File: src/rtl/sram_controller.sv
// Data-memory backend: splits one 32-bit word access from the MEM stage into
// two timed 16-bit phases on an external asynchronous SRAM, holding ready low meanwhile.
module sram_controller #(
  parameter int BASE_ADDR       = 1024,
  parameter int HALF_CYCLES     = 2,
  parameter int SRAM_ADDR_WIDTH = 18
) (
  input  logic                       clk,
  input  logic                       rst,
  input  logic                       rd_en,
  input  logic                       wr_en,
  input  logic [31:0]                address,
  input  logic [31:0]                write_data,
  output logic [31:0]                read_data,
  output logic                       ready,
  output logic [SRAM_ADDR_WIDTH-1:0] sram_addr,
  output logic [15:0]                sram_dq_out,
  input  logic [15:0]                sram_dq_in,
  output logic                       sram_dq_oe,
  output logic                       sram_we_n,
  output logic                       sram_oe_n
);

  // state | meaning
  // IDLE  | no access; accepts a request, ready when none is present
  // LOW   | low halfword on the bus for HALF_CYCLES cycles
  // HIGH  | high halfword on the bus for HALF_CYCLES cycles
  // DONE  | one-cycle completion; ready=1 and read_data valid

  localparam int IDX_W = SRAM_ADDR_WIDTH - 1;

  typedef enum logic [1:0] {IDLE, LOW, HIGH, DONE} state_t;

  state_t            state, state_nxt;
  logic [3:0]        cnt, cnt_nxt;
  logic [IDX_W-1:0]  idx;
  logic [31:0]       wdata;
  logic              is_wr;
  logic [31:0]       offset;
  logic              last;
  logic              hi;

  assign offset = address - 32'(BASE_ADDR);
  assign last   = (cnt == 4'(HALF_CYCLES - 1));
  assign hi     = (state == HIGH);

  always_ff @(posedge clk) begin
    if (rst) begin
      state     <= IDLE;
      cnt       <= '0;
      read_data <= '0;
      idx       <= '0;
      wdata     <= '0;
      is_wr     <= 1'b0;
    end else begin
      state <= state_nxt;
      cnt   <= cnt_nxt;
      if (state == IDLE && (rd_en || wr_en)) begin
        idx   <= offset[SRAM_ADDR_WIDTH:2];
        wdata <= write_data;
        is_wr <= wr_en;
      end
      // capture on the final cycle of each phase so SRAM access time is maximised
      if (!is_wr && last) begin
        if (state == LOW)  read_data[15:0]  <= sram_dq_in;
        if (state == HIGH) read_data[31:16] <= sram_dq_in;
      end
    end
  end

  always_comb begin
    state_nxt   = state;
    cnt_nxt     = cnt;
    ready       = 1'b0;
    sram_addr   = '0;
    sram_dq_out = '0;
    sram_dq_oe  = 1'b0;
    sram_we_n   = 1'b1;
    sram_oe_n   = 1'b1;
    case (state)
      IDLE: begin
        ready = !rd_en && !wr_en;
        if (rd_en || wr_en) begin
          state_nxt = LOW;
          cnt_nxt   = '0;
        end
      end
      LOW, HIGH: begin
        sram_addr = {idx, hi};
        if (is_wr) begin
          sram_dq_oe  = 1'b1;
          sram_dq_out = hi ? wdata[31:16] : wdata[15:0];
          // release the strobe one cycle early for address/data hold, unless the phase is one cycle
          sram_we_n   = last && (HALF_CYCLES > 1);
        end else begin
          sram_oe_n = 1'b0;
        end
        if (last) begin
          cnt_nxt   = '0;
          state_nxt = hi ? DONE : HIGH;
        end else begin
          cnt_nxt = cnt + 4'd1;
        end
      end
      DONE: begin
        ready     = 1'b1;
        sram_addr = {idx, 1'b1};
        state_nxt = IDLE;
      end
      default: state_nxt = IDLE;
    endcase
  end

endmodule

File: config.mk
export PLATFORM = sky130hd
export DESIGN_NAME = sram_controller
export DESIGN_NICKNAME = d
export VERILOG_FILES = /design/src/rtl/sram_controller.sv
export SDC_FILE = /design/constraint.sdc
export NUM_CORES = 1
export LEC_CHECK = 0
export BUFFER_PORTS_ARGS = -buffer_cell sky130_fd_sc_hd__buf_2
export CORE_AREA = 4 4 71 123
export DETAILED_ROUTE_END_ITERATION = 10
export DIE_AREA = 0 0 75 127
export PLACE_DENSITY_LB_ADDON = 0.25
export SLEW_MARGIN = 20
export SYNTH_ARGS = -nofsm -noshare
export SYNTH_HDL_FRONTEND = slang
export SYNTH_SLANG_ARGS = --single-unit
File: constraint.sdc
create_clock -name clk -period 3.7 [get_ports clk]
set_input_delay 0.185 -clock clk [delete_from_list [all_inputs] [get_ports clk]]
set_output_delay 0.185 -clock clk [all_outputs]
set_load 0.05 [all_outputs]
==> run metrics <==
Total Neg Setup Slack 0 ps; Die ar. 9525 µm²; synth unique cells 36; crit-path cells inv_1, ha_1, nand2_1, nor2_1, buf_2; Slew HR 0.2886; post-synth top area share 0.4467; Pwr Density 695.8 nW/µm²; Period Utilization, post-route 0.6835; fin. max-slew vios 0; register bit total from synthesis 88; # setup viols final 0; worst vdd ir 0.0003359 V; number of max-cap violations 0; CTS buffer count 9; CTS max path bufs 2; min-delay worst type in -> reg; data required time of the worst path 3510 ps; Fin. Hold Viols 0; Critical Path Sink Type output port; grt total ovfl 0; sw frac 0.3895; ys flop type dfxtp_1; CTS tree done; chip height 127 µm; Comb power frac 0.389; antenna-violating nets left 0; gpl congestion 0.7378; TritonCTS Sinks 88; Layout area overhead 26.36%; fin nets 676; clock root buffer clkbuf_16; fillers 701; Routed WL 9195 µm; Post-Syn Instances 462; layout cells sized above 1 0.2818; Setup Buffers After CTS 0; Total GRT Usage 0.1941; CP Buf/Inv Count 2; synth warn 0; via count 3455; dpl cell area 4677 µm²; hold buffer count at cts 0; Die W 75 µm; Final HPWL DP 6794 µm; Detailed Route Iter0 Violations 78; register area share after synthesis 0.4467; clock skew 5.530 ps; largest net degree at the start of global routing 46; Worst path max stage delay 580 ps; 1st-pass router iterations 4; RSZ-0062 raised after global routing false; post-route cell area 4984 µm²; post-synth top area cell dfxtp_1; core area 7801 µm²; CP max-delay cell ha_1; first-pass GRT wire length 14560 µm; Int Pwr 2.117 mW; most frequent cells in the layout 138 x buf_2, 88 x dfxtp_1, 86 x nand2_1, 50 x nand2b_1, 48 x mux2i_1; Reg2Reg Setup Slack 1580 ps; Layout Cells excl Fill 679; startpoint type of the worst setup path register; static leakage power 2.306 nW; row count 43; clk_lat worst skew 330 ps; antenna cells 0; Clk pwr share 0.263; ys async rst share 0; Mean Syn Cell Area 8.536 µm²; Post-Syn Area 3944 µm²; Max Fclk 0.3954 GHz; status finished, final reports clean; Ports 154; arrival time worst endpoint 2340 ps; Syn Nets 553; H-tree Lvls 3; Power Total 3.467 mW; sequential share of power 0.348; Post-synth EDFFs 0; starting density of the core 0.5055; Final Core Density 0.6388; Buffers on Ports 138; initial antenna violation count 0; min Tclk post-route 2529 ps; Switching Power 1.351 mW; Slew @ Worst Pin 1063 ps; Synth area leaders dfxtp_1 45%, mux2i_1 12%, nand2_1 8.2%; crit path kind reg -> out; Worst Path Max Fanout 17; Placed Cells 664; number of vias per cell 5.088; Top delay family on crit path simple AND/OR/NAND/NOR gates; vias in the first global route 3346; Worst-path clk slew 60 ps; most common cell after layout, fill and taps aside buf_2; routed len/inst 13.54 µm; post-CTS resize count 0; residual DRC count 0
-- routing by layer --
layer,vias to the layer above,global-route usage,wire length [µm]
met2,111,0.3397,4770
met3,11,0.05433,709
met5,-,0,0
met1,1553,0.2135,3571
li1,1780,-,-
met4,0,0.07757,144
-- logic make-up after synthesis --
| group | Yosys count | synth area share |
|---|---|---|
| xor+xnor | 2 | 0.004442 |
| fa+ha+maj | 7 | 0.02221 |
| compound gates | 67 | 0.09930 |
| mux | 48 | 0.1218 |
| simple gates | 210 | 0.2655 |
| buf+inv | 40 | 0.03997 |
| flops | 88 | 0.4467 |
-- power groups by stage --
stage          sequential [mW]  clock, mW  combinational [mW]
3_5_place_dp              1.23          0                1.36
4_1_cts                   1.21      0.935                1.36
6_report                  1.21      0.911                1.35
5_1_grt                   1.22      0.968                1.49
2_1_floorplan             1.27          0               0.994
3_3_place_gp              1.22          0                1.34
-- path summary, 6_finish.rpt --
kind / from / endpoint / cells after the start
hold / removal: address[7] / idx[5]$_SDFFE_PP0P_ / 3
setup / recovery: state[0]$_SDFFE_PP0P_ / sram_dq_out[0] / 5
hold reg to reg: idx[2]$_SDFFE_PP0P_ / idx[2]$_SDFFE_PP0P_ / 2
setup reg to reg: state[0]$_SDFFE_PP0P_ / idx[14]$_SDFFE_PP0P_ / 6
-- cell usage after synthesis (2+ instances only) --
cell / count
or3_1: 4
nor4_1: 3
nor3_1: 2
a21oi_1: 43
mux2i_1: 48
nand2b_1: 50
inv_1: 8
a311oi_1: 4
dfxtp_1: 88
nand2_1: 86
and2_1: 19
ha_1: 7
nor2_1: 33
o21ai_0: 4
and4_1: 2
nand4b_1: 2
nand3_1: 3
xnor2_1: 2
a211oi_1: 9
clkbuf_1: 27
buf_2: 3
-- worst register-to-register path, cell delays in order (launching register included) --
cell	delay, ps
dfxtp_1	320
inv_1	110
ha_1	350
o21a_2	640
buf_4	320
nor2_1	60
a311oi_1	230
-- through the flow --
step,setup WS [ps],hold WS (ps)
global route,989.2,88.35
floorplan,1571,280.6
finish,1171,85.67
detailed placement,1521,431.0
global placement,1574,425.8
CTS,1161,76.77
-- layout make-up --
| class | instances | area, µm² | area share |
|---|---|---|---|
| repair buffers | 144 | 735.7 | 0.1476 |
| well taps | 90 | 112.6 | 0.02260 |
| flip-flops and latches | 88 | 1762 | 0.3535 |
| clock buffers | 12 | 266.5 | 0.05348 |
| clock inverters | 3 | 40.04 | 0.008034 |
| multi-input cells | 334 | 2037 | 0.4087 |
| inverters | 8 | 30.03 | 0.006026 |
-- flip-flops by register name (all words and copies together) (netlist names) --
| register | flops |
|---|---|
| idx | 17 |
| state | 2 |
| is_wr | 1 |
| wdata | 32 |
| read_data | 32 |
| cnt | 4 |
(Power assumes the default switching activity.)
